**src/rtl/kws_sram_pkg.sv**
```systemverilog
// Shared types and constants for the KWS SRAM arbiter and its round-robin picker.
// Fixed by the SRAM_1024x32 macro and the Wishbone handshake this arbiter implements.
package kws_sram_pkg;

   typedef enum logic [1:0] {
      ST_IDLE = 2'b00,
      ST_BUS  = 2'b01,
      ST_RESP = 2'b10
   } arb_state_e;

   localparam int         SRAM_ADDR_W     = 10;
   localparam int         SRAM_DATA_W     = 32;
   localparam logic [3:0] SEL_ALL         = 4'b1111;
   localparam int         DEFAULT_TIMEOUT = 15;

endpackage

```
**src/rtl/kws_sram_arbiter_rr_picker.sv**
```systemverilog
// Combinational round-robin picker: first asserted request after the last winner.
// Shared with the DMA/loader arbiter, so it carries no state of its own.
module rr_picker #(
   parameter int N     = 3,
   parameter int IDX_W = 2
) (
   input  logic [N-1:0]     req,
   input  logic [IDX_W-1:0] last,
   output logic [N-1:0]     grant,
   output logic [IDX_W-1:0] idx,
   output logic             any
);

   // Scan last+1 .. last+N modulo N and keep the first hit.
   always_comb begin
      int  cand_s;
      logic hit_s;
      grant  = {N{1'b0}};
      idx    = {IDX_W{1'b0}};
      any    = 1'b0;
      cand_s = 0;
      hit_s  = 1'b0;
      for (int i = 1; i <= N; i++) begin
         cand_s = ((int'(last) + i) >= N) ? (int'(last) + i - N) : (int'(last) + i);
         hit_s  = !any && req[cand_s];
         grant[cand_s] = grant[cand_s] | hit_s;
         idx    = hit_s ? IDX_W'(cand_s) : idx;
         any    = any | hit_s;
      end
   end

endmodule

```
**src/rtl/kws_sram_arbiter.sv**
```systemverilog
// Round-robin arbiter giving the KWS layer engines single-word access to the
// SRAM_1024x32 through one Wishbone classic master port, with an ack timeout.
module kws_sram_arbiter
   import kws_sram_pkg::*;
#(
   parameter int NUM_REQ = 3,
   parameter int ADDR_W  = SRAM_ADDR_W,
   parameter int DATA_W  = SRAM_DATA_W,
   parameter int TIMEOUT = DEFAULT_TIMEOUT
) (
   input  logic                      clk,
   input  logic                      rst_n,
   input  logic [NUM_REQ-1:0]        req_valid,
   input  logic [NUM_REQ-1:0]        req_we,
   input  logic [NUM_REQ*ADDR_W-1:0] req_addr,
   input  logic [NUM_REQ*DATA_W-1:0] req_wdata,
   input  logic [NUM_REQ*4-1:0]      req_sel,
   output logic [NUM_REQ-1:0]        req_ready,
   output logic [NUM_REQ-1:0]        rsp_valid,
   output logic [DATA_W-1:0]         rsp_rdata,
   output logic                      rsp_err,
   output logic                      wbs_cyc_o,
   output logic                      wbs_stb_o,
   output logic                      wbs_we_o,
   output logic [3:0]                wbs_sel_o,
   output logic [31:0]               wbs_adr_o,
   output logic [31:0]               wbs_dat_o,
   input  logic                      wbs_ack_i,
   input  logic [31:0]               wbs_dat_i
);

   localparam int               IDX_W    = (NUM_REQ > 2) ? $clog2(NUM_REQ) : 1;
   localparam logic [7:0]       TMO_LAST = 8'(TIMEOUT - 1);
   localparam logic [NUM_REQ-1:0] ONE_HOT0 = {{(NUM_REQ-1){1'b0}}, 1'b1};

   arb_state_e          state_r;
   arb_state_e          state_nxt_s;
   logic [IDX_W-1:0]    last_r;
   logic [IDX_W-1:0]    win_idx_s;
   logic [NUM_REQ-1:0]  win_gnt_s;
   logic                win_any_s;
   logic [7:0]          cnt_r;
   logic                timeout_s;
   logic                accept_s;
   logic                bus_done_s;

   rr_picker #(
      .N     (NUM_REQ),
      .IDX_W (IDX_W)
   ) u_rr_picker (
      .req   (req_valid),
      .last  (last_r),
      .grant (win_gnt_s),
      .idx   (win_idx_s),
      .any   (win_any_s)
   );

   assign timeout_s = (cnt_r == TMO_LAST);

   // State register.
   always_ff @(posedge clk or negedge rst_n) begin
      if (!rst_n) begin
         state_r <= ST_IDLE;
      end else begin
         state_r <= state_nxt_s;
      end
   end

   // Next-state decode.
   always_comb begin
      state_nxt_s = state_r;
      case (state_r)
         ST_IDLE: state_nxt_s = accept_s   ? ST_BUS  : ST_IDLE;
         ST_BUS:  state_nxt_s = bus_done_s ? ST_RESP : ST_BUS;
         ST_RESP: state_nxt_s = ST_IDLE;
         default: state_nxt_s = ST_IDLE;
      endcase
   end

   // Per-state strobes; ack in the timeout cycle still counts as a normal completion.
   always_comb begin
      req_ready  = {NUM_REQ{1'b0}};
      accept_s   = 1'b0;
      bus_done_s = 1'b0;
      case (state_r)
         ST_IDLE: begin
            req_ready = win_gnt_s;
            accept_s  = win_any_s;
         end
         ST_BUS:  bus_done_s = wbs_ack_i | timeout_s;
         ST_RESP: req_ready  = {NUM_REQ{1'b0}};
         default: req_ready  = {NUM_REQ{1'b0}};
      endcase
   end

   // Wishbone master outputs, round-robin pointer and response registers.
   always_ff @(posedge clk or negedge rst_n) begin
      if (!rst_n) begin
         wbs_cyc_o <= 1'b0;
         wbs_stb_o <= 1'b0;
         wbs_we_o  <= 1'b0;
         wbs_sel_o <= 4'b0000;
         wbs_adr_o <= 32'h0000_0000;
         wbs_dat_o <= 32'h0000_0000;
         last_r    <= IDX_W'(NUM_REQ - 1);
         rsp_valid <= {NUM_REQ{1'b0}};
         rsp_rdata <= {DATA_W{1'b0}};
         rsp_err   <= 1'b0;
      end else begin
         rsp_valid <= bus_done_s ? (ONE_HOT0 << last_r) : {NUM_REQ{1'b0}};
         if (accept_s) begin
            wbs_cyc_o <= 1'b1;
            wbs_stb_o <= 1'b1;
            wbs_we_o  <= req_we[win_idx_s];
            wbs_sel_o <= req_sel[int'(win_idx_s)*4 +: 4];
            wbs_adr_o <= 32'(req_addr[int'(win_idx_s)*ADDR_W +: ADDR_W]);
            wbs_dat_o <= 32'(req_wdata[int'(win_idx_s)*DATA_W +: DATA_W]);
            last_r    <= win_idx_s;
         end else if (bus_done_s) begin
            wbs_cyc_o <= 1'b0;
            wbs_stb_o <= 1'b0;
            wbs_we_o  <= 1'b0;
            wbs_sel_o <= 4'b0000;
            wbs_adr_o <= 32'h0000_0000;
            wbs_dat_o <= 32'h0000_0000;
            rsp_rdata <= (wbs_ack_i && !wbs_we_o) ? DATA_W'(wbs_dat_i) : {DATA_W{1'b0}};
            rsp_err   <= !wbs_ack_i;
         end else begin
            wbs_cyc_o <= wbs_cyc_o;
            wbs_stb_o <= wbs_stb_o;
         end
      end
   end

   // Ack-timeout counter: runs while waiting in BUS, cleared in RESP.
   always_ff @(posedge clk or negedge rst_n) begin
      if (!rst_n) begin
         cnt_r <= 8'd0;
      end else if ((state_r == ST_BUS) && !bus_done_s) begin
         cnt_r <= cnt_r + 8'd1;
      end else if (state_r == ST_RESP) begin
         cnt_r <= 8'd0;
      end else begin
         cnt_r <= cnt_r;
      end
   end

endmodule

```
**config.mk**
```make
export PLATFORM = sky130hd
export DESIGN_NAME = kws_sram_arbiter
export DESIGN_NICKNAME = d
export VERILOG_FILES = /design/src/rtl/kws_sram_pkg.sv /design/src/rtl/kws_sram_arbiter_rr_picker.sv /design/src/rtl/kws_sram_arbiter.sv
export SDC_FILE = /design/constraint.sdc
export NUM_CORES = 1
export LEC_CHECK = 0
export ABC_AREA = 1
export CORE_MARGIN = 10
export CORE_UTILIZATION = 30
export CTS_CLUSTER_DIAMETER = 40
export DETAILED_ROUTE_END_ITERATION = 12
export SLEW_MARGIN = 10
export SYNTH_ARGS = -nofsm -noshare
export SYNTH_HDL_FRONTEND = slang
export SYNTH_SLANG_ARGS = --single-unit
```
**constraint.sdc**
```tcl
create_clock -name clk -period 3.4 [get_ports clk]
set_clock_uncertainty 0.05 [all_clocks]
set_input_delay 0.68 -clock clk [delete_from_list [all_inputs] [get_ports clk]]
set_output_delay 0.68 -clock clk [all_outputs]
set_load 0.03 [all_outputs]
```
Word level (Yosys, flattened, before mapping)
Index checks and enable logic that the tools add are counted.
{"block": "word_totals", "in_bits": 179, "elab_cells": 112, "reg_bits": 118, "out_inout_bits": 110}
{"block": "op_classes", "n_lt_le_gt_ge": 10, "reduce_logical": 16, "bitwise_logic": 8, "n_shift": 4, "multipliers": 1, "mux": 52, "n_eq_ne": 3, "add_sub_neg": 7}
{"operator": "32-bit 2-to-1 mux", "n": 7}
{"operator": "32-bit by 1-bit >= comparator with 1-bit output, second input constant", "n": 3}
{"operator": "32-bit by 4-bit less-than comparator with 1-bit output, second input constant", "n": 3}
{"operator": "96-bit by 8-bit variable part select with 32-bit output", "n": 1}
{"operator": "32-bit by 3-bit subtractor with 32-bit output, second input constant", "n": 3}
{"operator": "32-bit by 3-bit >= comparator with 1-bit output, second input constant", "n": 2}
{"operator": "30-bit by 7-bit variable part select with 10-bit output", "n": 1}
{"operator": "1-bit 2-to-1 mux", "n": 22}
{"operator": "8-bit 2-to-1 mux", "n": 2}
{"operator": "1-bit binary-select mux with 2-bit select", "n": 7}
{"operator": "12-bit by 5-bit variable part select with 4-bit output", "n": 1}
{"operator": "8-bit by 1-bit adder with 8-bit output, second input constant", "n": 1}
{"operator": "8-bit by 4-bit == test with 1-bit output, second input constant", "n": 1}
{"operator": "2-bit 2-to-1 mux", "n": 4}
{"operator": "4-bit 2-to-1 mux", "n": 2}
{"operator": "1-bit logical AND", "n": 7}
{"operator": "2-bit by 2-bit adder with 3-bit output, second input constant", "n": 2}
{"operator": "3-bit bitwise mux", "n": 2}
{"operator": "1-bit demux with 2-bit select", "n": 3}
{"operator": "3-bit 2-to-1 mux", "n": 2}
{"operator": "1-bit OR", "n": 6}
{"operator": "1-bit zero test", "n": 5}
{"operator": "2-bit by 3-bit multiplier with 5-bit output, second input constant", "n": 1}
{"operator": "2-bit one-hot mux with 2 select lines", "n": 1}
{"operator": "other kinds (11)", "n": 12}

Depth between registers and ports, before layout
Gate-level depths: netlist of run 1.
{"block": "logic_depth", "depth_word": 19, "ltp_mapped": 15, "depth_no_buf": 14}

By module
From an unflattened synthesis of run 1, not the netlist that was laid out.
{"block": "unflattened", "cells_unflattened": 760, "hier_area_um2": 5738.0}
{"mod": "kws_sram_arbiter", "seq_area_each_um2": 2403.6, "area_per_inst_um2": 5336.4, "instances": 1, "cells_per_inst": 698}
{"mod": "rr_picker", "seq_area_each_um2": 0.0, "area_per_inst_um2": 401.6, "instances": 1, "cells_per_inst": 62}

Least setup slack after synthesis of run 1
No wires, ideal clock.
{"block": "synth_timing", "kind": "register -> output", "startpoint": "register last_r[1]", "endpoint": "output port req_ready[2]", "arrival_time_ns": 1.916, "path_slack_ns": 0.754, "stages_incl_launch_ff": 14, "t_required_ns": 2.670, "n_path_buf": 1, "cell_sequence": "dfstp_2 inv_1 ha_1 buf_4 o21ai_0 a21oi_1 nand2_1 nand2_1 nand2_1 nand2_1 nand2_1 nand3_1 nand2_1 inv_1"}
{"block": "synth_between", "elab_chain_len": 19, "word_cells_on_any_way": 57, "cone_classes": "6 x add/sub; 9 x order compare; 30 x mux; 5 x bitwise; 7 x reduce/logical"}
{"item": "start: declaration", "line": "kws_sram_arbiter.sv:38", "rtl": "logic [IDX_W-1:0] last_r;"}
{"item": "start signal: assignment", "line": "kws_sram_arbiter.sv:105", "rtl": "last_r <= IDX_W'(NUM_REQ - 1);"}
{"item": "start signal: assignment", "line": "kws_sram_arbiter.sv:118", "rtl": "last_r <= win_idx_s;"}
{"item": "2-bit by 1-bit adder with 3-bit output", "line": "kws_sram_arbiter_rr_picker.sv:24", "rtl": "cand_s = ((int'(last) + i) >= N) ? (int'(last) + i - N) : (int'(last) + i);"}
{"item": "32-bit by 3-bit subtractor with 32-bit output or 3-bit by 2-bit >= comparator with 1-bit output (tied branches)", "line": "kws_sram_arbiter_rr_picker.sv:24"}
{"item": "32-bit 2-to-1 mux", "line": "kws_sram_arbiter_rr_picker.sv:24"}
{"item": "32-bit by 1-bit >= comparator with 1-bit output (not written as such), or another cell as far along", "line": "kws_sram_arbiter_rr_picker.sv:26", "rtl": "grant[cand_s] = grant[cand_s] | hit_s;"}
{"item": "1-bit logical AND (not written as such), or another cell as far along", "line": "kws_sram_arbiter_rr_picker.sv:26"}
{"item": "1-bit 2-to-1 mux (on tied branches)", "line": "kws_sram_arbiter_rr_picker.sv:26, kws_sram_arbiter_rr_picker.sv:25"}
{"item": "1-bit demux with 2-bit select or 1-bit OR (tied branches)"}
{"item": "3-bit bitwise AND (no line)"}
{"item": "1-bit binary-select mux with 2-bit select", "line": "kws_sram_arbiter_rr_picker.sv:26"}
{"item": "1-bit 2-to-1 mux (not written as such) (2 in a row)", "line": "kws_sram_arbiter_rr_picker.sv:26"}
{"item": "1-bit OR", "line": "kws_sram_arbiter_rr_picker.sv:26"}
{"item": "3-bit bitwise mux", "line": "kws_sram_arbiter_rr_picker.sv:26"}
{"item": "1-bit binary-select mux with 2-bit select", "line": "kws_sram_arbiter_rr_picker.sv:26"}
{"item": "1-bit 2-to-1 mux (not written as such) (2 in a row)", "line": "kws_sram_arbiter_rr_picker.sv:26"}
{"item": "1-bit OR", "line": "kws_sram_arbiter_rr_picker.sv:26"}
{"item": "3-bit bitwise mux *", "line": "kws_sram_arbiter_rr_picker.sv:26"}
{"item": "3-bit 2-to-1 mux *", "line": "kws_sram_arbiter.sv:85", "rtl": "case (state_r)"}
{"item": "end: declaration", "line": "kws_sram_arbiter.sv:18", "rtl": "output logic [NUM_REQ-1:0] req_ready,"}
Mark *: on every way between the ends. The rest lies on a longest branch, timed or not. The select of a mux whose other input is x is not followed.

Worst setup path in the final report of run 1
Ends and elaborated chain as after synthesis.

==> out/qor.log, run 1 <==
INFO  power_and_ir_drop power_per_cell_area=1084mW/mm2
INFO  sta            max_freq=315.3MHz
INFO  power_and_ir_drop power_report.internal_total=4.595mW
INFO  sta            period_share=93.28%
INFO  sta            worst_slew_pin_slew=0.7431ns
INFO  placement      dp_hpwl=16530um
INFO  route          routed_wl=21700um
INFO  power_and_ir_drop power.share.clock=10.6%
INFO  route          routed-wl-met3=2250um
INFO  clocking       h-tree-depth=3
INFO  final_layout   fill_cells=1863
INFO  final_layout   layout_cell_share_with_drive_strength_beyond_1=5.952%
INFO  final_layout   final_instance_area=0.008808mm2
INFO  clocking       tritoncts_num_sinks=96
INFO  worst_setup_path worst_setup_path_end_kind=output pin
INFO  worst_setup_path timing.critical_path.arrival=2.44ns
INFO  placement      placement.cell_area=0.008511mm2
INFO  synth          netlist_instances=761
INFO  synth          largest_cells_by_area_after_synthesis=sky130_fd_sc_hd__dfrtp_1 (42%), sky130_fd_sc_hd__nand3_1 (18%), sky130_fd_sc_hd__nand2_1 (11%)
INFO  synth          mappedNetlistArea=0.005722mm2
INFO  floorplan      boundaryPins=289
INFO  global_route   grt-ovfl-total=0
INFO  clocking       worst_setup_hold_path_clk_slew=0.07ns
INFO  route          dr_total_vias=5830
INFO  worst_setup_path critPathKind=reg -> out
INFO  power_and_ir_drop sequentialPowerShare=20.7%
INFO  floorplan      coreArea=0.01871mm2
INFO  sta            relSlewSlack=50.24%
INFO  clocking       clockRootBuffer=sky130_fd_sc_hd__clkbuf_16
INFO  worst_setup_path worst_setup_path_start_kind=flop
INFO  placement      pre_cts_slack=-0.01703ns
INFO  synth          postSynthAreaPerCell=7.519um2
INFO  sta            postLayoutSetupSlackWorst=0.2285ns
INFO  global_route   vias_in_the_first_global_route=5860
INFO  floorplan      die-width=158.1um
INFO  global_route   gr-usage-all-layers=16.82%
INFO  power_and_ir_drop ir_drop=0.7275mV
INFO  synth          synth-edff-count=0
INFO  final_layout   final_net_count=1190
INFO  worst_setup_path library_cell_contributing_the_largest_single_delay_on_the_critical_path=sky130_fd_sc_hd__dfstp_2
INFO  power_and_ir_drop combinationalPowerShare=68.8%
INFO  sta            final.hold.worst_slack=0.3205ns
INFO  floorplan      start_util=30.59%
INFO  power_and_ir_drop power.leakage=4.051nW
INFO  global_route   grt_start_max_net_pins=52
INFO  power_and_ir_drop p_sw_share=51.90%
INFO  placement      globalplace.congestion=0.8859
INFO  sta            drv_slew=0
INFO  synth          synth.most_common_cell=sky130_fd_sc_hd__nand3_1
INFO  route          route.met2.wl=10020um
INFO  clocking       postCtsSetupBuffers=0
INFO  route          firstDrtPassIters=4
INFO  worst_setup_path timing.critical_path.buf_inv=5
INFO  global_route   grt_first_pass_wirelength=32950um
INFO  synth          seq_area_frac_synth=42.01%
INFO  clocking       clock_latency=0.34ns
INFO  hold_path      holdCritPathClass=in -> async
INFO  clocking       clock_path_buffers=2
INFO  route          routed_wire_length_per_instance=17.46um
INFO  clocking       cts_tree=built
INFO  run            cap_viol_max_count=0
INFO  synth          yosys_register_bits=96
INFO  route          antenna_left=0
INFO  route          drt-vias-per-instance=4.690
INFO  route          met1Wirelength=9187um
INFO  synth          synth_cell_types=29
INFO  floorplan      dieArea=0.02500mm2
INFO  worst_setup_path critical_path.max_stage_delay=0.56ns
INFO  synth          synthArstFlopShare=100.0%
INFO  placement      io_buffers=266
INFO  sta            hold_violations=0
INFO  worst_setup_path crit_required=2.67ns
INFO  clocking       tritoncts.num_buffers=9
INFO  route          drt_iter0_markers=233
INFO  floorplan      die_h=158.1um
INFO  run_status     run_status=complete, no violations
INFO  sta            period_minus_slack=3.172ns
INFO  power_and_ir_drop power.net_switching=4.957mW
INFO  clocking       cts-hold-fix-buffers=0
INFO  synth          synthDominantCellAreaShare=41.55%
INFO  sta            setup_viol_count_final=0
INFO  worst_setup_path cp_cell_sequence=inv_1 -> buf_4 -> ha_1 -> inv_1 -> o21ai_0 -> a21oi_2 -> nand3_1 -> nand3_1 -> nand2_1 -> nand3_1 -> nand2_1 -> inv_1 -> clkbuf_2
INFO  worst_setup_path crit_family=buffers and inverters
INFO  global_route   grt_antenna_before_repair=1
INFO  floorplan      cell_rows=50
INFO  synth          ys_warn_count=0
INFO  synth          synthTopCellsByCount=sky130_fd_sc_hd__nand3_1 (206), sky130_fd_sc_hd__nand2_1 (166), sky130_fd_sc_hd__dfrtp_1 (95)
INFO  synth          synthDominantAreaCellType=sky130_fd_sc_hd__dfrtp_1
INFO  route          drcViolationCount=0
INFO  worst_setup_path worst-path-max-fanout=4
INFO  synth          ys.flop_type=sky130_fd_sc_hd__dfrtp_1
INFO  route          top_layer=met4
INFO  final_layout   layout-area-overhead-vs-synth=53.95%
[power by group through the flow]
stage	Combinational [mW]	Clock, mW	Sequential, mW
5_1_grt	7.22	1.10	2.05
3_3_place_gp	6.63	0	1.97
3_5_place_dp	6.65	0	2.00
2_1_floorplan	3.44	0	2.89
4_1_cts	6.65	1.05	1.98
6_report	6.57	1.01	1.97
[through the flow]
step	TNS, ns	total power [mW]	cells	util, %
4_1_cts	0	9.684	1242	47.06
5_1_grt	-0.002454	10.36	1242	47.08
3_3_place_gp	0	8.604	1226	45.50
2_1_floorplan	0	6.332	782	-
6_report	0	9.552	1243	47.09
3_5_place_dp	-0.04215	8.649	1226	45.50
[layer usage]
layer	vias up	track usage, %
met4	0	4.323
met1	2683	19.99
met3	15	7.001
met5	-	0
met2	210	27.45
li1	2922	-
[worst paths after layout]
kind / from / to / slack (ns) / depth (start not counted)
max: last_r[1]$_DFFE_PN1P_ / req_ready[2] / 0.23 / 13
min: rst_n / rsp_rdata[28]$_DFFE_PN0P_ / 0.32 / 1
max reg2reg: last_r[1]$_DFFE_PN1P_ / wbs_adr_o[1]$_DFFE_PN0P_ / 0.73 / 13
min reg2reg: rsp_rdata[27]$_DFFE_PN0P_ / rsp_rdata[27]$_DFFE_PN0P_ / 0.43 / 2
max in group asynchronous: rst_n / wbs_dat_o[17]$_DFFE_PN0P_ / 2.26 / 2
min in group clk: rsp_rdata[27]$_DFFE_PN0P_ / rsp_rdata[27]$_DFFE_PN0P_ / 0.43 / 2
[cell families after synthesis]
| family | after synthesis | share of synthesized area (%) |
|---|---|---|
| compound gates | 50 | 4.483 |
| xor+xnor | 3 | 0.4593 |
| fa+ha+maj | 8 | 1.749 |
| buf+inv | 160 | 13.80 |
| flops | 96 | 42.01 |
| other cells | 1 | 0.06554 |
| simple gates | 443 | 37.44 |
[sequential cells by signal, indices dropped and copies added (netlist names)]
register / cells
rsp_rdata: 32
cnt_r: 8
state_r: 2
wbs_sel_o: 4
wbs_dat_o: 32
wbs_stb_o: 1
last_r: 2
rsp_err: 1
rsp_valid: 3
wbs_we_o: 1
wbs_adr_o: 10
[area by class of cell]
class | instances | area (um2) | area share (%)
antenna | 1 | 2.502 | 0.02841
clock buffer | 9 | 225.2 | 2.557
clock inverter | 7 | 63.81 | 0.7244
inverter | 85 | 319.1 | 3.622
multi-input combinational | 526 | 2634 | 29.90
sequential | 96 | 2404 | 27.29
tap | 234 | 292.8 | 3.324
timing repair buffer | 285 | 2868 | 32.56
[placed cells by master (no fill, tap or decap), types with 6 or more instances in the layout]
master	count
sky130_fd_sc_hd__inv_1	78
sky130_fd_sc_hd__nand3b_1	47
sky130_fd_sc_hd__nand2_2	7
sky130_fd_sc_hd__clkbuf_16	9
sky130_fd_sc_hd__o21ai_0	43
sky130_fd_sc_hd__ha_1	7
sky130_fd_sc_hd__inv_2	6
sky130_fd_sc_hd__nand3_1	206
sky130_fd_sc_hd__conb_1	22
sky130_fd_sc_hd__buf_4	14
sky130_fd_sc_hd__buf_12	6
sky130_fd_sc_hd__clkdlybuf4s50_1	262
sky130_fd_sc_hd__nor2_1	10
sky130_fd_sc_hd__dfrtp_1	95
sky130_fd_sc_hd__nand2_1	165
[what timing repair did]
item | CTS | global route
endpoints found under the setup margin | 3 | 3
gates resized for setup | 7 | 9
pin swaps | 0 | 0
(Power assumes the default switching activity.)
==> run 2, diff against run 1 <==
CORE_ASPECT_RATIO = 0.7   (was default)
==> out/qor.log, run 2 (synthesis results as in run 1) <==
INFO  run_status     run_status=complete, no violations [unchanged]
INFO  global_route   grt_first_pass_wirelength=34900um [was 32950 um]
INFO  clocking       clock_latency=0.35ns [was 0.34 ns]
INFO  sta            period_share=93.95% [was 93.28%]
INFO  floorplan      coreArea=0.01881mm2 [was 0.01871 mm2]
INFO  clocking       clock_path_buffers=2 [unchanged]
INFO  final_layout   final_util=46.66% [was 47.09%]
INFO  clocking       tritoncts.num_buffers=9 [unchanged]
INFO  sta            setup-tns-final=0ns [unchanged]
INFO  power_and_ir_drop power.net_switching=5.037mW [was 4.957 mW]
INFO  clocking       tritoncts_num_sinks=96 [unchanged]
INFO  sta            max_freq=313.1MHz [was 315.3 MHz]
INFO  route          drt-vias-per-instance=4.780 [was 4.690]
INFO  clocking       cts_tree=built [unchanged]
INFO  route          drcViolationCount=0 [unchanged]
INFO  sta            worst_slew_pin_slew=0.7372ns [was 0.7431 ns]
INFO  floorplan      die-width=185.1um [was 158.1 um]
INFO  final_layout   ff_latch_area=0.002405mm2 [was 0.002404 mm2]
INFO  worst_setup_path timing.critical_path.arrival=2.46ns [was 2.44 ns]
INFO  route          routed_wl=23130um [was 21700 um]
INFO  sta            rsz_0062_raised_after_global_routing=false
INFO  worst_setup_path ff2ff_setup_slack=0.63ns [was 0.73 ns]
INFO  global_route   vias_in_the_first_global_route=5844 [was 5860]
INFO  route          dr_total_vias=5961 [was 5830]
INFO  final_layout   layout_cell_share_with_drive_strength_beyond_1=5.672% [was 5.952%]
INFO  power_and_ir_drop p_sw_share=52.66% [was 51.90%]
INFO  power_and_ir_drop power_report.internal_total=4.528mW [was 4.595 mW]
INFO  final_layout   largest_registers=rsp_rdata: 32 flops, wbs_dat_o: 32 flops, wbs_adr_o: 10 flops [unchanged]
INFO  power_and_ir_drop sequentialPowerShare=20.8% [was 20.7%]
INFO  worst_setup_path crit_required=2.67ns [about the same]
INFO  final_layout   most_common_cell_after_layout_fill_and_taps_aside=sky130_fd_sc_hd__clkdlybuf4s50_1 [unchanged]
INFO  worst_setup_path worst_setup_path_start_kind=flop [unchanged]
INFO  sta            hold_violations=0 [unchanged]
INFO  worst_setup_path worst_setup_path_end_kind=output pin [unchanged]
INFO  final_layout   layout_common_cells=sky130_fd_sc_hd__clkdlybuf4s50_1 (262), sky130_fd_sc_hd__nand3_1 (206), sky130_fd_sc_hd__nand2_1 (165), sky130_fd_sc_hd__dfrtp_1 (94), sky130_fd_sc_hd__inv_1 (78) [was sky130_fd_sc_hd__clkdlybuf4s50_1 (262), sky130_fd_sc_hd__nand3_1 (206), sky130_fd_sc_hd__nand2_1 (165), sky130_fd_sc_hd__dfrtp_1 (95), sky130_fd_sc_hd__inv_1 (78)]
INFO  sta            period_minus_slack=3.194ns [was 3.172 ns]
INFO  sta            setup_viol_count_final=0 [unchanged]
INFO  sta            relSlewSlack=50.64% [was 50.24%]
INFO  floorplan      start_util=30.41% [was 30.59%]
INFO  route          firstDrtPassIters=5 [was 4]
INFO  final_layout   ant_cells=0 [was 1]
INFO  floorplan      cell_rows=42 [was 50]
INFO  run            cap_viol_max_count=0 [unchanged]
INFO  sta            final.hold.worst_slack=0.2691ns [was 0.3205 ns]
INFO  floorplan      die_h=135.5um [was 158.1 um]
INFO  hold_path      holdCritPathClass=in -> async [unchanged]
INFO  placement      globalplace.congestion=0.8721 [was 0.8859]
INFO  clocking       postCtsSetupBuffers=0 [unchanged]
INFO  floorplan      dieArea=0.02508mm2 [was 0.02500 mm2]
INFO  clocking       h-tree-depth=3 [unchanged]
INFO  placement      dp_hpwl=17160um [was 16530 um]
INFO  power_and_ir_drop combinationalPowerShare=68.7% [was 68.8%]
INFO  clocking       clockRootBuffer=sky130_fd_sc_hd__clkbuf_16 [unchanged]
INFO  worst_setup_path worst-path-max-fanout=13 [was 4]
INFO  power_and_ir_drop power_per_cell_area=1090mW/mm2 [was 1084 mW/mm2]
INFO  final_layout   final_net_count=1187 [was 1190]
INFO  global_route   gr-usage-all-layers=17.73% [was 16.82%]
INFO  route          drt_iter0_markers=486 [was 233]
INFO  power_and_ir_drop power.leakage=4.036nW [was 4.051 nW]
INFO  power_and_ir_drop power.share.clock=10.6% [about the same]
INFO  sta            drv_slew=0 [unchanged]
INFO  final_layout   fill_cells=1908 [was 1863]
INFO  final_layout   multi_input_comb_area=0.002630mm2 [was 0.002634 mm2]
INFO  worst_setup_path critPathKind=reg -> out [unchanged]
INFO  global_route   grt-ovfl-total=0 [unchanged]
INFO  floorplan      boundaryPins=289 [unchanged]
INFO  route          antenna_left=0 [unchanged]
INFO  global_route   grt_start_max_net_pins=76 [was 52]
INFO  power_and_ir_drop ir_drop=0.6611mV [was 0.7275 mV]
INFO  placement      io_buffers=266 [unchanged]
INFO  final_layout   layout-area-overhead-vs-synth=53.42% [was 53.95%]
INFO  route          routed_wire_length_per_instance=18.55um [was 17.46 um]
INFO  clocking       worst_setup_hold_path_clk_slew=0.08ns [was 0.07 ns]
INFO  global_route   grt_antenna_before_repair=0 [was 1]
## run 2: routing by layer
metal  share of wire, %  vias up  global-route usage, %
met5                  0        -                      0
met1                 45     2813                  23.29
li1                   -     2922                      -
met3                8.1       18                  4.904
met2                 46      208                  28.54
met4                1.1        0                  3.645
## run 2: cell type report
class                      instances  area share (%)
multi-input combinational        526           29.96
tap                              242           3.449
clock buffer                       9           2.566
sequential                        96           27.39
timing repair buffer             282           32.30
inverter                          85           3.635
clock inverter                     7          0.6984
## run 2: final timing paths
check / depth (start not counted) / from / endpoint
hold / removal: 1 / rst_n / rsp_rdata[6]$_DFFE_PN0P_
min in group clk: 2 / rsp_rdata[13]$_DFFE_PN0P_ / rsp_rdata[13]$_DFFE_PN0P_
setup reg to reg: 14 / last_r[1]$_DFFE_PN1P_ / wbs_sel_o[2]$_DFFE_PN0P_
setup / recovery: 13 / last_r[1]$_DFFE_PN1P_ / req_ready[0]
hold reg to reg: 2 / rsp_rdata[13]$_DFFE_PN0P_ / rsp_rdata[13]$_DFFE_PN0P_
max in group asynchronous: 2 / rst_n / last_r[1]$_DFFE_PN1P_
## run 2: worst max-delay path, cell delays in order (launching register included)
cell                      delay (ns)
sky130_fd_sc_hd__dfstp_2        0.55
sky130_fd_sc_hd__inv_1          0.11
sky130_fd_sc_hd__ha_4           0.37
sky130_fd_sc_hd__inv_1          0.13
sky130_fd_sc_hd__nand2_1        0.08
sky130_fd_sc_hd__nand3_1        0.10
sky130_fd_sc_hd__nand2_2        0.11
sky130_fd_sc_hd__nand3_1        0.12
sky130_fd_sc_hd__nand3_1        0.13
sky130_fd_sc_hd__nand2_1        0.09
sky130_fd_sc_hd__nand3_1        0.07
sky130_fd_sc_hd__nand2_1        0.06
sky130_fd_sc_hd__inv_1          0.05
sky130_fd_sc_hd__buf_4          0.15
## run 2: metrics by stage
step / worst slack, ns / instances / cell area (um2) / power [mW]
floorplan: 0.7538 / 782 / 5801 / 6.332
global placement: 0.4307 / 1231 / 8478 / 8.552
detailed placement: 0.3634 / 1231 / 8478 / 8.594
CTS: 0.08542 / 1247 / 8767 / 9.647
global route: 0.02230 / 1247 / 8778 / 10.33
finish: 0.2056 / 1247 / 8778 / 9.565
## run 2: what timing repair did
item	CTS	global route
endpoints found under the setup margin	3	3
hold buffers	0	0
resized for setup	1	2
## run 2: power groups by stage
stage / sequential (mW) / clock, mW / combinational (mW)
after CTS: 1.99 / 1.05 / 6.62
after floorplan: 2.89 / 0 / 3.44
final: 1.99 / 1.01 / 6.57
after global routing: 2.05 / 1.08 / 7.20
after detailed placement: 2.01 / 0 / 6.59
after global placement: 1.99 / 0 / 6.56
